$ cat config.mk
export PLATFORM = sky130hd
export DESIGN_NAME = mux_scan_sequencer
export DESIGN_NICKNAME = d
export VERILOG_FILES = /design/src/rtl/mux_scan_sequencer.sv
export SDC_FILE = /design/constraint.sdc
export NUM_CORES = 1
export LEC_CHECK = 0
export ABC_AREA = 1
export CAP_MARGIN = 20
export CORE_AREA = 2 2 51 53
export DETAILED_ROUTE_END_ITERATION = 7
export DIE_AREA = 0 0 53 55
export GPL_ROUTABILITY_DRIVEN = 0
export HOLD_SLACK_MARGIN = 0.06
export SLEW_MARGIN = 15
export SYNTH_ARGS = -nofsm -noshare
export SYNTH_HDL_FRONTEND = slang
export SYNTH_SLANG_ARGS = --single-unit
$ cat constraint.sdc
create_clock -name clk -period 1.5 [get_ports clk]
set_input_delay 0.225 -clock clk [delete_from_list [all_inputs] [get_ports clk]]
set_output_delay 0.225 -clock clk [all_outputs]
set_load 0.02 [all_outputs]
$ cat src/rtl/mux_scan_sequencer.sv
// Steps a 4:1 mux select through addresses 0..3, holding each SETTLE clocks, and packs the samples into a 4-bit word.
// Latency: valid rises 4*SETTLE clocks after start is taken; data/valid are held until a valid&ready handshake.
// MUX_SCAN_AUTO_EN: when defined, a handshake starts the next scan straight away instead of returning to IDLE.
module mux_scan_sequencer #(
    parameter int SETTLE = 1
) (
    input  logic       clk,
    input  logic       rst_n,
    input  logic       start,
    output logic       address0,
    output logic       address1,
    input  logic       muxout,
    output logic [3:0] data,
    output logic       valid,
    input  logic       ready,
    output logic       busy
);

    typedef enum logic [1:0] {
        S_IDLE = 2'd0,
        S_SCAN = 2'd1,
        S_DONE = 2'd2
    } state_t;

    localparam logic [1:0] SETTLE_LAST = 2'(SETTLE - 1);

    state_t     state_q, state_d;
    logic [1:0] addr_q, addr_d;
    logic [1:0] settle_q, settle_d;
    logic [3:0] cap_q, cap_d;
    logic [3:0] data_q, data_d;
    logic       valid_q, valid_d;
    logic       window_end;
    logic       handshake;

    assign window_end = (settle_q == SETTLE_LAST);
    assign handshake  = valid_q && ready;

    always_ff @(posedge clk or negedge rst_n) begin
        if (!rst_n) begin
            state_q <= S_IDLE;
        end else begin
            state_q <= state_d;
        end
    end

    always_comb begin
        state_d = state_q;
        case (state_q)
            S_IDLE: if (start) state_d = S_SCAN;
            S_SCAN: if (window_end && addr_q == 2'd3) state_d = S_DONE;
            S_DONE: begin
                if (handshake) begin
`ifdef MUX_SCAN_AUTO_EN
                    state_d = S_SCAN;
`else
                    state_d = S_IDLE;
`endif
                end
            end
            default: state_d = S_IDLE;
        endcase
    end

    always_ff @(posedge clk or negedge rst_n) begin
        if (!rst_n) begin
            addr_q   <= 2'd0;
            settle_q <= 2'd0;
            cap_q    <= 4'd0;
            data_q   <= 4'd0;
            valid_q  <= 1'b0;
        end else begin
            addr_q   <= addr_d;
            settle_q <= settle_d;
            cap_q    <= cap_d;
            data_q   <= data_d;
            valid_q  <= valid_d;
        end
    end

    always_comb begin
        addr_d   = addr_q;
        settle_d = settle_q;
        cap_d    = cap_q;
        data_d   = data_q;
        valid_d  = valid_q;
        case (state_q)
            S_IDLE: begin
                addr_d   = 2'd0;
                settle_d = 2'd0;
            end
            S_SCAN: begin
                if (window_end) begin
                    // addr 3 + 1 wraps to 0 exactly as the word is published
                    cap_d[addr_q] = muxout;
                    addr_d        = addr_q + 2'd1;
                    settle_d      = 2'd0;
                    if (addr_q == 2'd3) begin
                        data_d  = cap_d;
                        valid_d = 1'b1;
                    end
                end else begin
                    settle_d = settle_q + 2'd1;
                end
            end
            S_DONE: begin
                if (handshake) begin
                    valid_d  = 1'b0;
                    addr_d   = 2'd0;
                    settle_d = 2'd0;
                end
            end
            default: begin
                addr_d   = 2'd0;
                settle_d = 2'd0;
                valid_d  = 1'b0;
            end
        endcase
    end

    always_comb begin
        address0 = addr_q[0];
        address1 = addr_q[1];
        data     = data_q;
        valid    = valid_q;
        busy     = (state_q != S_IDLE);
    end

endmodule

### Yosys cells after proc, flatten, opt, wreduce, memory -nomap -nowiden

Cells that the tools add are included.

| storage, ports and cells | value |
|---|---|
| flip-flop bits (word level) | 15 |
| input bits | 5 |
| output and inout port bits | 8 |
| word-level logic and storage cells | 45 |

| operators by class | value |
|---|---|
| add/subtract/negate cells | 2 |
| magnitude comparators | 2 |
| equality and inequality tests | 8 |
| multiplexer cells | 15 |
| bitwise logic cells | 1 |
| reduce and logical (&&, ||, !) cells | 11 |

Operators with widths:

| kind | number |
|---|---|
| 2-bit 2-to-1 mux | 5 |
| 2-bit != test, second input constant | 5 |
| 2-bit one-hot mux with 2 select lines | 2 |
| 2-bit one-hot mux with 3 select lines | 1 |
| 3-bit AND reduction | 2 |
| 2-bit by 1-bit adder with 2-bit output, second input constant | 2 |
| 4-bit bitwise mux | 1 |
| 2-bit equality test, second input constant | 2 |
| 2-bit logical NOT | 2 |
| 1-bit 2-to-1 mux | 4 |
| 2-bit AND reduction | 2 |
| 4-bit AND reduction | 1 |
| 1-bit logical AND | 3 |
| 2-bit by 3-bit < comparator with 1-bit output, second input constant | 1 |
| 1-bit one-hot mux with 3 select lines | 1 |
| 1-bit demux with 2-bit select | 1 |
| 2-bit by 1-bit equality test with 1-bit output, second input constant | 1 |
| 2-bit by 1-bit >= comparator with 1-bit output, second input constant | 1 |
| 2-bit nonzero test | 1 |
| 1-bit NOT | 1 |

### Longest topological paths before layout

Gate-level depths: netlist (run 1).

| depth | value |
|---|---|
| depth in word-level cells | 5 |
| mapped depth | 7 |
| depth with buffers taken out | 7 |

### Worst setup path after synthesis (run 1)

No wires, ideal clock.

| timing | value |
|---|---|
| path type | register to register |
| from | register addr_q[0] |
| to | register cap_q[0] |
| library setup time | 0.083 ns |
| arrival time | 1.143 ns |
| data required time | 1.417 ns |
| slack | 0.275 ns |
| stages on the path, launching flop included | 6 |
| buffers on the path | 0 |
| path through | dfrtp_1 -> inv_1 -> ha_1 -> o21ai_0 -> nand2_1 -> o21ai_0 |

| between the ends | value |
|---|---|
| longest elaborated chain between the ends | 5 |
| elaborated cells between the ends (all ways) | 6 |
| classes of those cells | 2 x order compare; 3 x mux; 1 x reduce/logical |

RTL lines:

| element | RTL line | text |
|---|---|---|
| start: declaration | 28 | `logic [1:0] addr_q, addr_d;` |
| start signal: assignment | 73 | `addr_q <= addr_d;` |
| 2-bit by 3-bit < comparator with 1-bit output (implied by the code) / 2-bit by 1-bit >= comparator with 1-bit output (equally long branches) | 95 | `cap_d[addr_q] = muxout;` |
| 1-bit logical AND (implied by the code) | 95 |  |
| 1-bit 2-to-1 mux (implied by the code) | 95 |  |
| 1-bit demux with 2-bit select * | 95 |  |
| 4-bit bitwise mux * | 95 |  |
| end signal: assignment | 75 | `cap_q <= cap_d;` |
| end: declaration | 30 | `logic [3:0] cap_q, cap_d;` |

Mark *: on every way between the ends. The rest lies on a longest branch, timed or not.
A chain may end at the register's enable or synchronous reset.

### Final worst setup path (run 1)

| timing | value |
|---|---|
| from | register data_q[3] (netlist: data[3]) |
| to | output data[3] |

RTL lines:

| element | RTL line | text |
|---|---|---|
| start: declaration | 31 | `logic [3:0] data_q, data_d;` |
| start signal: assignment | 76 | `data_q <= data_d;` |
| end: declaration | 13 | `output logic [3:0] data,` |

No word-level cell between the ends.

==> results of run 1 <==
[through the flow]
| step | instance area, um^2 | cells | total power, mW | hold slack [ns] |
|---|---|---|---|---|
| 4_1_cts | 969.7 | 137 | 1.826 | 0.2366 |
| 5_1_grt | 974.7 | 137 | 1.976 | 0.2376 |
| 6_report | 974.7 | 137 | 1.795 | 0.2447 |
| 2_1_floorplan | 775.7 | 89 | 1.271 | -0.07059 |
| 3_5_place_dp | 948.4 | 133 | 1.635 | 0.4948 |
| 3_3_place_gp | 948.4 | 133 | 1.624 | 0.4953 |
[cell usage after synthesis]
| library cell | n |
|---|---|
| nor2_4 | 1 |
| nand4_1 | 1 |
| nand3_2 | 1 |
| ha_1 | 7 |
| inv_1 | 11 |
| dfrtp_1 | 15 |
| nand2_1 | 33 |
| o21ai_0 | 15 |
| nor2_8 | 1 |
| nand2_4 | 1 |
| inv_2 | 1 |
| nand3_1 | 2 |
[layer usage]
layer,share of wire,vias to the layer above,global-route usage,wire (um)
met4,0.010,0,0.06410,14
met3,0.033,2,0.01613,45
met5,0,-,0,0
li1,-,316,-,-
met1,0.53,257,0.1566,713
met2,0.43,8,0.1688,578
[cells by family after synthesis]
kind of cell | count (synthesis) | share of synthesized area
AO/OA/AOI/OAI | 15 | 0.09677
flip-flops | 15 | 0.4839
buffers and inverters | 12 | 0.05806
AND/OR/NAND/NOR | 40 | 0.2484
adder cells (fa/ha/maj) | 7 | 0.1129
[layout make-up]
cell class              count  area, um^2
clock buffers               3       22.52
clock inverters             1       5.005
fillers                   249        1390
inverters                  12       45.04
multi-input cells          62       355.3
flip-flops and latches     15       375.4
well taps                  30       37.54
repair buffers             14       133.9
[registers in the layout (all words and copies together), names as in the netlist]
register / cells
valid: 1
addr_q: 2
settle_q: 2
cap_q: 4
state_q: 2
data: 4
[where the power goes]
part	switching [mW]	total [mW]	internal, mW	leakage [nW]
Sequential	0.0960	0.658	0.562	0.192
Clock	0.133	0.231	0.0988	0.0177
Combinational	0.569	0.906	0.337	0.306
Total	0.797	1.79	0.997	0.515
[layout by cell type, fill, tap and decap left out, drive strengths merged]
master         Yosys  routed
dlygate4sd2        0       5
clkbuf             0       3
inv               12      12
ha                 7       7
buf                0       2
nand3              3       3
o21ai             15      15
nand4              1       1
nand2             34      34
clkdlybuf4s50      0       5
dfrtp             15      15
dlymetal6s2s       0       2
clkinv             0       1
nor2               2       2
[path summary, 6_finish.rpt]
check | start | endpoint | slack (ns) | cells after the start
worst max register to register | addr_q[0] | cap_q[2] | 0.26 | 5
worst min-delay path | rst_n | valid | 0.24 | 2
min in group clk | start | state_q[0] | 0.51 | 3
worst max-delay path | data[3] | data[3] | 0.04 | 1
worst min register to register | data[2] | data[2] | 0.51 | 2
max in group asynchronous | rst_n | data[2] | 1.08 | 2
==> flow_summary.toml, run 1 <==
[floorplanning]
row_count = 18
core_area_mm2 = 0.002365
dieArea_mm2 = 0.002915
die_x_um = 53
initial_utilization = 0.3280
chipHeight_um = 55
top_level_ports = 13

[critical_path]
max_stage_delay_ns = 0.60
worstSetupStartpointType = "flop"
worstPathMaxFanout = 2
critical_path_required_ns = 1.27
crit_buf_inv = 1
cp_cell_sequence = "clkdlybuf4s50_1"
crit_family = "buffers and inverters"
critical_path_class = "reg2out"
setup.worst_path.end_class = "primary output"
slowest_stage = "clkdlybuf4s50_1"
cp.arrival_ns = 1.24

[min_path]
hold_path.class = "in2async"

[synth]
synthTopCellsByArea = "dfrtp_1, nand2_1, ha_1"
synth_area_um2 = 775.7
synth_area_leader_cell = "dfrtp_1"
synth_nets = 101
syn_avg_cell_area_um2 = 8.716
netlist_instances = 89
ys_warn_count = 0
seq_area_frac_synth = 0.4839
synth_top_area_share = 0.4839
ys_ff_latch = 15
synth.distinct_cells = 12

[finish]
drive_gt1_frac = 0.1028
syn_to_final_growth_pct = 25.65
nNetsFinal = 120
final_util = 0.4122
diodes = 0

[global_route]
grt_use_total = 0.1128
grt_max_degree = 16
grt_pass1_wl_mm = 2.366
antenna_found_initial = 0
grt_pass1_vias = 533
grt-ovfl-total = 0

[status]
status = "finished clean"

[clock_tree]
cts_hold_buf = 0
root_buffer = "clkbuf_4"
clkLatencyLatePin_ns = 0.28
clk_pin_slew_worst_paths_ns = 0.09
cts_tree = "built"
cts_resized = 5
cts_setup_buffers = 0
cts_made_buffers = 3
cts_max_level = 1
clk_path_buf_depth = 2
cts.sinks = 15

[place]
place_ws_ns = 0.1524
dpl.hpwl_mm = 1.034
portBuffers = 12

[sta]
rsz0062_at_grt = "no"
setup_tns_ns = 0
skew_ns = 0.001223
slew_viol_final = 0
worst_pin_slew_ns = 0.2597
layout_setup_ws_ns = 0.03582
finalCritPeriodShare = 0.9761
hold_violations = 0
finalSetupViolCount = 0
fmax_mhz = 683.0
max-slew-margin-rel = 0.8250
period_needed_ns = 1.464

[routing]
ant_nets = 0
via_count = 583
finalWirelength_mm = 1.352
drtPass1Iterations = 4
drt_iter0_markers = 3
viasPerCell = 4.255
route.detailed.wl_per_inst_um = 9.869
drc = 0

[power]
leakage_nw = 0.5152
peakVddDrop_uv = 819.9
powerDensity_mw_per_mm2 = 1841

[flow_run]
maxCapViolations = 0
Power figures use the tool's default switching activity.
==> run 2: changes to the inputs <==
--- a/config.mk
+++ b/config.mk
@@ -16,3 +16,4 @@
 export SYNTH_ARGS = -nofsm -noshare
 export SYNTH_HDL_FRONTEND = slang
 export SYNTH_SLANG_ARGS = --single-unit
+export TNS_END_PERCENT = 10
==> constraint.sdc (replaced) <==
create_clock -name clk -period 1.8 [get_ports clk]
set_input_delay 0.27 -clock clk [delete_from_list [all_inputs] [get_ports clk]]
set_output_delay 0.27 -clock clk [all_outputs]
set_load 0.02 [all_outputs]
==> run 2 against run 1 <==
  * Utilization is 0.26 points lower
  * Cell area fell by 0.64%
  * Power fell by 15%
  * Wire length increased by 3.0%
  * Flip-flop and latch count stayed put
  * Sequential power fell by 15%
  * Critical endpoint is now busy
  * Largest power group unchanged
==> flow_summary.toml, run 2 (synthesized netlist as in run 1, its figures left out) <==
[critical_path]
crit_family = "buffers and inverters"
slowest_stage = "clkdlybuf4s50_1"
setup.worst_path.end_class = "primary output"
max_stage_delay_ns = 0.59
critical_path_required_ns = 1.53
worstSetupStartpointType = "flop"
worstPathMaxFanout = 5
cp.arrival_ns = 1.45
cp_cell_sequence = "inv_2 -> nand2_1 -> clkdlybuf4s50_1"
critical_path_class = "reg2out"
crit_buf_inv = 2

[floorplanning]
row_count = 18
dieArea_mm2 = 0.002915
top_level_ports = 13
initial_utilization = 0.3280
core_area_mm2 = 0.002365
die_x_um = 53
chipHeight_um = 55

[flow_run]
maxCapViolations = 0

[routing]
via_count = 599
finalWirelength_mm = 1.392
route.detailed.wl_per_inst_um = 10.24
drtPass1Iterations = 2
drt_iter0_markers = 5
viasPerCell = 4.404
drc = 0
ant_nets = 0

[clock_tree]
cts_max_level = 1
clkLatencyLatePin_ns = 0.28
cts.sinks = 15
root_buffer = "clkbuf_4"
cts_made_buffers = 3
cts_tree = "built"
cts_hold_buf = 0
clk_path_buf_depth = 2
clk_pin_slew_worst_paths_ns = 0.09
cts_resized = 0
cts_setup_buffers = 0

[sta]
whs_ns = 0.2551
max-slew-margin-rel = 0.7603
layout_setup_ws_ns = 0.07609
period_needed_ns = 1.724
fmax_mhz = 580.1
slew_viol_final = 0
finalSetupViolCount = 0
skew_ns = 0.001112
worst_pin_slew_ns = 0.3584
finalCritPeriodShare = 0.9577
rsz0062_at_grt = "no"
hold_violations = 0
setup_tns_ns = 0

[global_route]
grt_pass1_vias = 575
grt_pass1_wl_mm = 2.484
grt-ovfl-total = 0
grt_max_degree = 11
grt_use_total = 0.1170
antenna_found_initial = 0

[finish]
final_cell_mix = "nand2_1, o21ai_0, dfrtp_1, clkdlybuf4s50_1, inv_1"
drive_gt1_frac = 0.09434
syn_to_final_growth_pct = 24.84
diodes = 0
mostFrequentLayoutCell = "nand2_1"
nNetsFinal = 119
fill_cells = 248

[power]
powerDensity_mw_per_mm2 = 1578
leakage_nw = 0.4710
peakVddDrop_uv = 678.7

[place]
portBuffers = 12
place_ws_ns = 0.3598
dpl.hpwl_mm = 1.108

[min_path]
hold_path.class = "in2async"

[status]
status = "finished clean"
run 2: per-stage QoR:
stage	instances	area (um^2)	util	power, mW
3_5_place_dp	132	940.9	0.3979	1.347
2_1_floorplan	89	775.7	-	1.059
3_3_place_gp	132	940.9	0.3979	1.336
4_1_cts	136	967.2	0.4090	1.540
6_report	136	968.4	0.4095	1.528
5_1_grt	136	968.4	0.4095	1.667
run 2: layout make-up:
cell class / count / area [um^2] / area share
Sequential cell: 15 / 376.6 / 0.3889
Clock buffer: 4 / 26.28 / 0.02713
Inverter: 12 / 45.04 / 0.04651
Multi-Input combinational cell: 62 / 355.3 / 0.3669
Tap cell: 30 / 37.54 / 0.03876
Timing Repair Buffer: 13 / 127.6 / 0.1318
run 2: layer usage:
layer  share of wire  vias up  GRT usage
met2            0.44        9     0.1813
met1            0.50      269     0.1585
met3           0.034        5    0.01613
met5               0        -          0
li1                -      316          -
met4           0.024        0    0.06410
run 2: report_power, final:
part	total, mW	leakage [nW]	internal (mW)	switching (mW)
combinational	0.774	0.265	0.309	0.464
sequential	0.560	0.191	0.470	0.0903
clock	0.194	0.0150	0.0860	0.108
run 2: final timing paths:
check,endpoint,slack [ns],depth (start not counted),startpoint
worst max-delay path,busy,0.08,3,state_q[1]
worst min-delay path,addr_q[1],0.26,1,rst_n
worst max register to register,data[0],0.52,5,settle_q[1]
worst min register to register,valid,0.52,2,valid
max in group asynchronous,state_q[0],1.09,2,rst_n
min in group clk,valid,0.52,2,valid
